## config.mk

```make
export PLATFORM = sky130hd
export DESIGN_NAME = nn_mem_stream_reader_flat
export DESIGN_NICKNAME = d
export VERILOG_FILES = /design/src/rtl/nn_mem_pkg.sv /design/src/rtl/nn_mem_stream_reader_if.sv /design/src/rtl/nn_byte_fifo.sv /design/src/rtl/nn_mem_stream_reader.sv /design/src/flat_wrapper.sv
export SDC_FILE = /design/constraint.sdc
export NUM_CORES = 1
export LEC_CHECK = 0
export BUFFER_PORTS_ARGS = -buffer_cell sky130_fd_sc_hd__clkbuf_2
export CAP_MARGIN = 20
export CORE_ASPECT_RATIO = 1.75
export CORE_MARGIN = 1.5
export CORE_UTILIZATION = 45
export DETAILED_ROUTE_END_ITERATION = 10
export GPL_TIMING_DRIVEN = 0
export PLACE_DENSITY = 0.67
export SYNTH_ARGS = -nofsm -noshare
export SYNTH_HDL_FRONTEND = slang
export SYNTH_SLANG_ARGS = --single-unit
```

## constraint.sdc

```tcl
create_clock -name clk -period 2.7 [get_ports clk]
set_input_delay 0.405 -clock clk [delete_from_list [all_inputs] [get_ports clk]]
set_output_delay 0.405 -clock clk [all_outputs]
set_load 0.02 [all_outputs]
```

## src/rtl/nn_mem_pkg.sv

```systemverilog
// Shared constants and state encoding for the NN on-chip RAM access blocks.
// Latency: none (declarations only).
// Backpressure: not applicable.
package nn_mem_pkg;

    localparam int ADDR_W = 17;  // 128 KiB byte-addressed RAM
    localparam int DATA_W = 8;   // RAM and stream byte width
    localparam int LEN_W  = 18;  // transfer length, 0..131072

    typedef enum logic [1:0] {
        IDLE  = 2'd0,
        RUN   = 2'd1,
        DRAIN = 2'd2
    } state_t;

endpackage

```

## src/rtl/nn_mem_stream_reader_if.sv

```systemverilog
// Command, RAM port-s2 and byte-stream signals of the RAM stream reader.
// Latency: none (wiring only).
// Backpressure: st_ready from the sink, cmd_ready towards the command source.
interface nn_mem_stream_reader_if;
    import nn_mem_pkg::*;

    logic              cmd_valid;
    logic              cmd_ready;
    logic [ADDR_W-1:0] cmd_base;
    logic [LEN_W-1:0]  cmd_len;

    logic [ADDR_W-1:0] mem_address;
    logic              mem_chipselect;
    logic              mem_clken;
    logic              mem_write;
    logic [DATA_W-1:0] mem_writedata;
    logic [DATA_W-1:0] mem_readdata;

    logic [DATA_W-1:0] st_data;
    logic              st_valid;
    logic              st_ready;
    logic              st_last;

    // Reader side
    modport master (
        input  cmd_valid, cmd_base, cmd_len,
        output cmd_ready,
        output mem_address, mem_chipselect, mem_clken, mem_write, mem_writedata,
        input  mem_readdata,
        output st_data, st_valid, st_last,
        input  st_ready
    );

    // Command source, RAM and stream sink side
    modport slave (
        output cmd_valid, cmd_base, cmd_len,
        input  cmd_ready,
        input  mem_address, mem_chipselect, mem_clken, mem_write, mem_writedata,
        output mem_readdata,
        input  st_data, st_valid, st_last,
        output st_ready
    );

endinterface

```

## src/rtl/nn_byte_fifo.sv

```systemverilog
// Small synchronous FIFO holding a byte plus its last tag, with occupancy count.
// Latency: a pushed entry is visible at dout the cycle after the push.
// Backpressure: none internally; the writer must respect count (push while full only with a pop).
module nn_byte_fifo #(
    parameter int WIDTH = 9,
    parameter int DEPTH = 4
) (
    input  logic                     clk,
    input  logic                     reset,
    input  logic                     push,
    input  logic [WIDTH-1:0]         din,
    input  logic                     pop,
    output logic [WIDTH-1:0]         dout,
    output logic                     empty,
    output logic [$clog2(DEPTH):0]   count
);

    localparam int AW = $clog2(DEPTH);
    localparam int CW = AW + 1;

    logic [WIDTH-1:0] mem_q [DEPTH];
    logic [AW-1:0]    wr_ptr_q;
    logic [AW-1:0]    rd_ptr_q;
    logic [CW-1:0]    count_q;
    logic             do_push;
    logic             do_pop;

    assign do_pop  = pop && (count_q != '0);
    // A push into a full FIFO is only taken when a pop frees the slot that cycle.
    assign do_push = push && ((count_q != CW'(DEPTH)) || do_pop);

    // Storage, pointers and occupancy.
    always_ff @(posedge clk or posedge reset) begin
        if (reset) begin
            for (int i = 0; i < DEPTH; i++) begin
                mem_q[i] <= '0;
            end
            wr_ptr_q <= '0;
            rd_ptr_q <= '0;
            count_q  <= '0;
        end else begin
            if (do_push) begin
                mem_q[wr_ptr_q] <= din;
                wr_ptr_q        <= wr_ptr_q + AW'(1);
            end
            if (do_pop) begin
                rd_ptr_q <= rd_ptr_q + AW'(1);
            end
            case ({do_push, do_pop})
                2'b10:   count_q <= count_q + CW'(1);
                2'b01:   count_q <= count_q - CW'(1);
                default: count_q <= count_q;
            endcase
        end
    end

    assign dout  = mem_q[rd_ptr_q];
    assign empty = (count_q == '0);
    assign count = count_q;

endmodule

```

## src/rtl/nn_mem_stream_reader.sv

```systemverilog
// Reads a (base, len) byte range from RAM port s2 and streams it out in address order.
// Latency: first byte valid 2 cycles after command accept; N bytes finish with done at accept+N+2.
// Backpressure: st_ready stalls the stream; reads pause once FIFO entries plus the in-flight read fill the FIFO.
module nn_mem_stream_reader
    import nn_mem_pkg::*;
#(
    parameter int FIFO_DEPTH = 4
) (
    input  logic                   clk,
    input  logic                   reset,
    nn_mem_stream_reader_if.master bus,
    output logic                   busy,
    output logic                   done
);

    localparam int            CW      = $clog2(FIFO_DEPTH) + 1;
    localparam logic [CW:0]   DEPTH_C = (CW + 1)'(FIFO_DEPTH);

    state_t            state_q;
    state_t            state_d;
    logic [ADDR_W-1:0] addr_q;
    logic [LEN_W-1:0]  rem_q;
    logic              inflight_q;
    logic              tag_q;      // the in-flight read is the final one of the command
    logic              done_q;

    logic              accept;
    logic              issue;
    logic              pop;
    logic              last_pop;
    logic              fifo_empty;
    logic [CW-1:0]     fifo_count;
    logic [DATA_W:0]   fifo_dout;
    logic [CW:0]       used;

    // Credits consumed: bytes buffered plus the read whose data arrives next cycle.
    assign used     = {1'b0, fifo_count} + {{CW{1'b0}}, inflight_q};
    assign accept   = (state_q == IDLE) && bus.cmd_valid;
    assign pop      = !fifo_empty && bus.st_ready;
    assign last_pop = pop && fifo_dout[DATA_W];

    // Next-state and read-issue decision.
    always_comb begin
        state_d = state_q;
        issue   = 1'b0;
        unique case (state_q)
            IDLE: begin
                if (bus.cmd_valid && (bus.cmd_len != '0)) begin
                    state_d = RUN;
                end
            end
            RUN: begin
                issue = (rem_q != '0) && (used < DEPTH_C);
                if (issue && (rem_q == LEN_W'(1))) begin
                    state_d = DRAIN;
                end
            end
            DRAIN: begin
                if (last_pop) begin
                    state_d = IDLE;
                end
            end
            default: state_d = IDLE;
        endcase
    end

    // State register.
    always_ff @(posedge clk or posedge reset) begin
        if (reset) begin
            state_q <= IDLE;
        end else begin
            state_q <= state_d;
        end
    end

    // Address/length counters, in-flight tracking and the completion pulse.
    always_ff @(posedge clk or posedge reset) begin
        if (reset) begin
            addr_q     <= '0;
            rem_q      <= '0;
            inflight_q <= 1'b0;
            tag_q      <= 1'b0;
            done_q     <= 1'b0;
        end else begin
            done_q <= 1'b0;
            if (accept) begin
                addr_q <= bus.cmd_base;
                rem_q  <= bus.cmd_len;
                if (bus.cmd_len == '0) begin
                    done_q <= 1'b1;
                end
            end
            if (issue) begin
                addr_q <= addr_q + ADDR_W'(1);  // wraps 0x1FFFF -> 0x00000
                rem_q  <= rem_q - LEN_W'(1);
                tag_q  <= (rem_q == LEN_W'(1));
            end
            // RAM answers every read exactly one cycle later, so the flag follows issue.
            inflight_q <= issue;
            if ((state_q == DRAIN) && last_pop) begin
                done_q <= 1'b1;
            end
        end
    end

    nn_byte_fifo #(
        .WIDTH (DATA_W + 1),
        .DEPTH (FIFO_DEPTH)
    ) u_fifo (
        .clk   (clk),
        .reset (reset),
        .push  (inflight_q),
        .din   ({tag_q, bus.mem_readdata}),
        .pop   (pop),
        .dout  (fifo_dout),
        .empty (fifo_empty),
        .count (fifo_count)
    );

    assign bus.cmd_ready      = (state_q == IDLE);
    assign bus.mem_address    = addr_q;
    assign bus.mem_chipselect = issue;
    assign bus.mem_clken      = 1'b1;
    assign bus.mem_write      = 1'b0;
    assign bus.mem_writedata  = '0;
    assign bus.st_valid       = !fifo_empty;
    assign bus.st_data        = fifo_dout[DATA_W-1:0];
    assign bus.st_last        = !fifo_empty && fifo_dout[DATA_W];
    assign busy               = (state_q != IDLE);
    assign done               = done_q;

endmodule
```

## src/flat_wrapper.sv

```systemverilog
// flat-port wrapper written by rule: the top's interface ports become plain ports
module nn_mem_stream_reader_flat import nn_mem_pkg::*;
#(
    parameter int FIFO_DEPTH = 4
)
  (clk, reset, busy, done, bus_cmd_valid, bus_cmd_base, bus_cmd_len, bus_cmd_ready, bus_mem_address, bus_mem_chipselect, bus_mem_clken, bus_mem_write, bus_mem_writedata, bus_mem_readdata, bus_st_data, bus_st_valid, bus_st_last, bus_st_ready);
  nn_mem_stream_reader_if bus_i ();
  input  logic clk;
  input  logic reset;
  output logic busy;
  output logic done;
  input wire logic [$bits(bus_i.cmd_valid)-1:0] bus_cmd_valid;
  input wire logic [$bits(bus_i.cmd_base)-1:0] bus_cmd_base;
  input wire logic [$bits(bus_i.cmd_len)-1:0] bus_cmd_len;
  output wire logic [$bits(bus_i.cmd_ready)-1:0] bus_cmd_ready;
  output wire logic [$bits(bus_i.mem_address)-1:0] bus_mem_address;
  output wire logic [$bits(bus_i.mem_chipselect)-1:0] bus_mem_chipselect;
  output wire logic [$bits(bus_i.mem_clken)-1:0] bus_mem_clken;
  output wire logic [$bits(bus_i.mem_write)-1:0] bus_mem_write;
  output wire logic [$bits(bus_i.mem_writedata)-1:0] bus_mem_writedata;
  input wire logic [$bits(bus_i.mem_readdata)-1:0] bus_mem_readdata;
  output wire logic [$bits(bus_i.st_data)-1:0] bus_st_data;
  output wire logic [$bits(bus_i.st_valid)-1:0] bus_st_valid;
  output wire logic [$bits(bus_i.st_last)-1:0] bus_st_last;
  input wire logic [$bits(bus_i.st_ready)-1:0] bus_st_ready;
  assign bus_i.cmd_valid = bus_cmd_valid;
  assign bus_i.cmd_base = bus_cmd_base;
  assign bus_i.cmd_len = bus_cmd_len;
  assign bus_cmd_ready = bus_i.cmd_ready;
  assign bus_mem_address = bus_i.mem_address;
  assign bus_mem_chipselect = bus_i.mem_chipselect;
  assign bus_mem_clken = bus_i.mem_clken;
  assign bus_mem_write = bus_i.mem_write;
  assign bus_mem_writedata = bus_i.mem_writedata;
  assign bus_i.mem_readdata = bus_mem_readdata;
  assign bus_st_data = bus_i.st_data;
  assign bus_st_valid = bus_i.st_valid;
  assign bus_st_last = bus_i.st_last;
  assign bus_i.st_ready = bus_st_ready;
  nn_mem_stream_reader #(.FIFO_DEPTH(FIFO_DEPTH)) u_core (.clk(clk), .reset(reset), .bus(bus_i), .busy(busy), .done(done));
endmodule
```

* Word-level counts from Yosys, hierarchy flattened
Cells that the tools add are included.
** Word-level totals
- Logic and storage cells :: 77
- Register bits :: 83
** Cells by class
- Mux-type cells :: 19
- $add $sub $neg :: 7
- Magnitude comparators :: 4
- Bitwise operators :: 2
- Reduce and logical (&&, ||, !) cells :: 23
- Equal/unequal tests :: 9
** Operator list (count)
- 36-bit bitwise mux :: 1
- 18-bit two-way mux :: 2
- 18-bit nonzero test :: 2
- 17-bit two-way mux :: 2
- 9-bit two-way mux :: 3
- 9-bit binary-select mux with 2-bit select :: 1
- 9-bit demux with 2-bit select :: 1
- 18-bit by 1-bit == test with 1-bit output, second input constant :: 1
- 18-bit logical NOT :: 1
- 18-bit by 1-bit subtractor with 18-bit output, second input constant :: 1
- 17-bit by 1-bit adder with 17-bit output, second input constant :: 1
- 1-bit logical AND :: 11
- 3-bit greater-or-equal comparator, second input constant :: 2
- 2-bit two-way mux :: 3
- 2-bit by 1-bit != test with 1-bit output, second input constant :: 3
- 2-bit inverter with 3-bit output :: 2
- 2-bit case mux with 3 select lines :: 1
- 3-bit case mux with 2 select lines :: 1
- 2-bit nonzero test :: 3
- 2-bit by 1-bit adder with 2-bit output, second input constant :: 2
- 3-bit by 1-bit adder with 4-bit output :: 1
- 2-bit by 1-bit == test with 1-bit output, second input constant :: 2
- 2-bit == test, second input constant :: 2
- 4-bit by 3-bit < comparator with 1-bit output, second input constant :: 1
- other kinds (11) :: 14

* Longest topological paths before layout
- Word-level depth :: 8
- Depth in mapped cells :: 10
- Gate-level depth less buffers :: 9

* By module
Synthesis repeated with hierarchy kept, for this count alone.
** Second synthesis, totals
- Cell total of the unflattened synthesis :: 414
- Area total of the unflattened synthesis :: 4498.1 um^2
** Modules (own cells, without submodules)
- nn_mem_stream_reader :: area each 2531.2 um^2, times used 1, cells each 290
- nn_byte_fifo :: area each 1966.9 um^2, times used 1, cells each 124

* Worst setup path before layout
No wires, ideal clock.
- Kind :: register to register
- Start :: reg u_core.rem_q[0]
- End :: reg u_core.rem_q[14]
- Clock period less this slack :: 2304 ps
- Library setup time :: 126 ps
- Data arrival time :: 2178 ps
- Setup slack :: 396 ps
- Buffers on the path :: 1
- Stages on the path, launching flop included :: 9
- Data required time :: 2574 ps
- Path through :: dfrtp_1 inv_1 ha_1 or3b_2 or4_1 clkbuf_1 nor3_1 o21bai_1 a221o_1
** On the way
- Longest elaborated chain between the ends :: 4
** Ends and longest elaborated chain
- from (decl) :: RTL line nn_mem_stream_reader.sv:22 : logic [LEN_W-1:0] rem_q;
- from (signal assigned) :: RTL line nn_mem_stream_reader.sv:88 : rem_q <= bus.cmd_len;
- from (signal assigned) :: RTL line nn_mem_stream_reader.sv:95 : rem_q <= rem_q - LEN_W'(1);
- parallel branches: the longest is 4 deep, another holds 18-bit by 1-bit subtractor with 18-bit output
Several ways; the timed one is not identified.
A chain may end at the register's enable or synchronous reset.

* Worst setup path after layout
- Start :: reg u_core.rem_q[13]
- End :: out bus_mem_chipselect
** On the way
- Longest elaborated chain between the ends :: 3
** Ends and longest elaborated chain
- 18-bit nonzero test :: RTL line nn_mem_stream_reader.sv:53 : issue = (rem_q != '0) && (used < DEPTH_C);
- 1-bit logical AND :: RTL line nn_mem_stream_reader.sv:53
- 1-bit two-way mux :: RTL line nn_mem_stream_reader.sv:46 : unique case (state_q)
- to (decl) :: RTL line flat_wrapper.sv:17 : output wire logic [$bits(bus_i.mem_chipselect)-1:0] bus_mem_chipselect;
Every way passes these cells.

==> results.yml <==
detailed_routing:
  route.vias.total: 3698
  routed_wire_length_per_instance_um: 18.2
  drt-total-wl_um: 11800
  number_of_remaining_drc_errors: 0
  vias_per_cell: 5.72
  initialDrtViolationCount: 125
  drt-pass1-iter-count: 5
  postRouteAntennaNets: 0
global_routing:
  grt_antenna_before_repair: 0
  maximum_number_of_pins_on_one_net_before_global_route_repair: 49
  global_route.overflow_total: 0
  grt_pass1_vias: 3867
  grt_pass1_wl_um: 18800
  global_route.usage.total_pct: 23.6
timing:
  timing.final.crit_period_ns: 2.65
  layout_worst_path_cycle_share_pct: 98.3
  max_slew.worst_pin.slew_ns: 0.853
  final.setup.tns_ns: 0
  finClkSkew_ns: 0.00914
  timing.fmax_mhz: 377
  slew_headroom_pct: 43.1
  hold_viol_final: 0
  postLayoutSetupSlackWorst_ns: 0.0455
  setup-violations-final: 0
  finalMaxSlewViolations: 0
power:
  power.clock.fraction_pct: 20.7
  seq_power_share_pct: 33.8
  p_sw_share_pct: 38.6
  leakage_nw: 2.50
  combinational_share_of_power_pct: 45.5
  power.switching_mw: 2.35
  fin_total_pwr_mw: 6.09
  ir_worst_vdd_uv: 454
  pwr_density_cell_nw_per_um2: 1120
  internal_power_mw: 3.74
synth:
  synth.top_cell.area_share_pct: 46.7
  post_synth_instance_area_um2: 4440
  ys_seq_area_share_pct: 46.7
  post_synth_inst_count: 414
  count_of_flip_flops_with_a_built_in_enable_after_synthesis: 0
  yosys_cell_types: 58
  synthesis_warning_total: 0
  synth_area_leader_cell: "sky130_fd_sc_hd__dfrtp_1"
  avgSynthCellArea_um2: 10.7
  postSynth.topFlopCell: "sky130_fd_sc_hd__dfrtp_1"
  synth.ff_latch_count: 83
  share_of_flip_flops_with_an_asynchronous_set_or_reset_pct: 100
  synth.area.top_cells: "sky130_fd_sc_hd__dfrtp_1 47%, sky130_fd_sc_hd__mux2_2 9.1%, sky130_fd_sc_hd__mux4_2 4.6%"
critical_path:
  setup.worst_path.end: "bus_mem_chipselect"
  worstReg2RegStart: "u_core.rem_q[0]$_DFFE_PP0P_"
  cp_data_arrival_time_ns: 2.25
  critical_path_peak_fanout: 20
  critPathKind: "reg2out"
  cp_data_required_time_ns: 2.30
  critical_path.startpoint: "u_core.rem_q[13]$_DFFE_PP0P_"
  worst-r2r-setup-slack_ns: 0.20
  regToRegEndpoint: "u_core.rem_q[14]$_DFFE_PP0P_"
  critical_path.endpoint_type: "output port"
  r2r_cells: 8
  critPathLaunchType: "register"
clocking:
  cts.htree.levels: 3
  clock-sinks: 83
  cts_hold_buffers: 0
  cts_tree: "built"
  clock_latency_ns: 0.35
  clk_pin_slew_ns: 0.06
  clockRootBuffer: "sky130_fd_sc_hd__clkbuf_16"
  maximum_count_of_clock_buffers_along_a_single_path: 2
  tritoncts.num_buffers: 9
placement:
  dp_worst_setup_slack_ns: 0.119
  final_wtd_congestion: 0.860
  placedCellCount: 622
  portBuffers: 77
  post-dp-hpwl_um: 8640
die:
  fp-row-count: 47
  io_pins: 88
  initial_core_util_pct: 46.6
  die_area_um2: 10500
  chipWidth_um: 78.1
  core_area_um2: 9530
  die_height_um: 134
finish:
  final_non_filler_cells: 646
  finalNetCount: 577
  postLayoutCoreUtil_pct: 57.2
  flow.area_growth_from_synthesis_pct: 22.8
  fraction_of_final_layout_cells_with_drive_strength_greater_than_1_pct: 35.3
  insertedDiodeCount: 0
outcome:
  run_status: "finished clean"
min_path:
  worstHoldPathType: "in2async"
job:
  maxCapViolations: 0
## layer usage
layer  vias up  wire (µm)  global-route usage, %
met3        26        574                   4.15
met5         -          0                      0
met2       131       6590                   43.9
met4         0        393                   15.4
met1      1822       4200                   23.5
li1       1719          -                      -
## synth_stat cells, drive strengths merged, types with 9 or more instances
| library cell | n |
|---|---|
| a21oi | 13 |
| buf | 21 |
| dfrtp | 83 |
| ha | 9 |
| inv | 25 |
| mux2 | 36 |
| mux4 | 9 |
| nand2 | 40 |
| nand3 | 10 |
| nor2 | 19 |
| nor3 | 13 |
| nor4 | 11 |
| o21ai | 10 |
## worst min path at each step
stage | from | endpoint | slack, ns
4_1_cts | reset | u_core.rem_q[0]$_DFFE_PP0P_ | 0.11
2_1_floorplan | u_core.state_q[0]$_DFFE_PP0P_ | u_core.done$_DFF_PP0_ | 0.47
3_3_place_gp | u_core.u_fifo.mem_q[12]$_DFFE_PP0P_ | u_core.u_fifo.mem_q[12]$_DFFE_PP0P_ | 0.48
3_5_place_dp | reset | u_core.bus.mem_address[0]$_DFFE_PP0P_ | 0.48
5_1_grt | reset | u_core.rem_q[1]$_DFFE_PP0P_ | 0.14
6_report | reset | u_core.rem_q[0]$_DFFE_PP0P_ | 0.08
## layout make-up
cell class,count,area (µm²)
fillers,848,4070
multi-input cells,285,2150
flip-flops and latches,83,2080
repair buffers,88,497
clock buffers,11,253
plain buffers,28,171
well taps,122,153
inverters,25,96.3
clock inverters,4,50.0
## cell families after synthesis
kind of cell	Yosys count	share of synthesized area, %
AND/OR/NAND/NOR	132	15.5
AO/OA/AOI/OAI	79	13.0
other	2	0.169
XOR/XNOR	8	1.58
buffers and inverters	54	6.08
adder cells (fa/ha/maj)	10	2.99
flip-flops	83	46.7
multiplexers	46	13.9
## per-stage QoR
| stage | area (µm²) | hold slack (ns) |
|---|---|---|
| 3_5_place_dp | 5040 | 0.477 |
| 2_1_floorplan | 4470 | 0.466 |
| 4_1_cts | 5420 | 0.111 |
| 6_report | 5450 | 0.0846 |
| 3_3_place_gp | 5010 | 0.481 |
| 5_1_grt | 5450 | 0.139 |
## sequential cells by signal (all words and copies together), names as in the netlist
signal / cells
u_core.done: 1
u_core.u_fifo.mem_q: 36
u_core.rem_q: 18
u_core.u_fifo.rd_ptr_q: 2
u_core.tag_q: 1
u_core.u_fifo.wr_ptr_q: 2
u_core.bus.mem_address: 17
u_core.inflight_q: 1
u_core.state_q: 2
u_core.u_fifo.count: 3
## cells in the final DEF, fill, tap and decap left out, types with 3 or more instances in the layout
cell type                   synthesis  final
sky130_fd_sc_hd__a211oi_1           5      5
sky130_fd_sc_hd__a21oi_1           13     13
sky130_fd_sc_hd__a221o_1            4      4
sky130_fd_sc_hd__a22oi_1            8      8
sky130_fd_sc_hd__a32oi_1            3      3
sky130_fd_sc_hd__and2_1             3      3
sky130_fd_sc_hd__and3_1             5      5
sky130_fd_sc_hd__buf_2              6      5
sky130_fd_sc_hd__buf_4             12     22
sky130_fd_sc_hd__clkbuf_1           8      8
sky130_fd_sc_hd__clkbuf_16          0      9
sky130_fd_sc_hd__clkbuf_2           0     76
sky130_fd_sc_hd__clkbuf_8           0      3
sky130_fd_sc_hd__conb_1             2     10
sky130_fd_sc_hd__dfrtp_1           83     81
sky130_fd_sc_hd__ha_1               9      9
sky130_fd_sc_hd__inv_1             24     23
sky130_fd_sc_hd__mux2_2            36     36
sky130_fd_sc_hd__mux4_2             9      9
sky130_fd_sc_hd__nand2_1           40     40
sky130_fd_sc_hd__nand3_1           10     10
sky130_fd_sc_hd__nand4_1            4      4
sky130_fd_sc_hd__nor2_1            19     18
sky130_fd_sc_hd__nor3_1            13     13
sky130_fd_sc_hd__nor4_1            10     10
sky130_fd_sc_hd__o211ai_1           3      3
sky130_fd_sc_hd__o21ai_0            5      5
sky130_fd_sc_hd__o21ai_1            5      5
sky130_fd_sc_hd__o21bai_1           7      7
sky130_fd_sc_hd__o311ai_0           7      7
sky130_fd_sc_hd__or3_1              8      5
sky130_fd_sc_hd__or3_4              0      3
sky130_fd_sc_hd__or4_1              7      6
sky130_fd_sc_hd__xnor2_1            6      6
## power by group through the flow
stage          registers, mW  logic (mW)  clock network (mW)
6_report                2.06        2.77                1.26
5_1_grt                 2.11        3.02                1.32
4_1_cts                 2.05        2.78                1.28
3_5_place_dp            2.09        2.65                   0
3_3_place_gp            2.05        2.57                   0
2_1_floorplan           2.06        1.88                   0
## worst max-delay path, cell delays in order (launching register included)
cell,delay [ns]
sky130_fd_sc_hd__dfrtp_1,0.41
sky130_fd_sc_hd__or3_1,0.36
sky130_fd_sc_hd__buf_4,0.18
sky130_fd_sc_hd__nor4_4,0.29
sky130_fd_sc_hd__a31o_1,0.19
sky130_fd_sc_hd__buf_6,0.10
sky130_fd_sc_hd__inv_2,0.04
sky130_fd_sc_hd__buf_6,0.16
sky130_fd_sc_hd__clkbuf_8,0.16
## what timing repair did
action                                  4_1_cts  5_1_grt
endpoints found under the setup margin        1        2
resized for setup                             8        5
setup buffers                                 6        4
pin swaps                                     1        2
No activity file was read; power rests on OpenSTA's default activity.
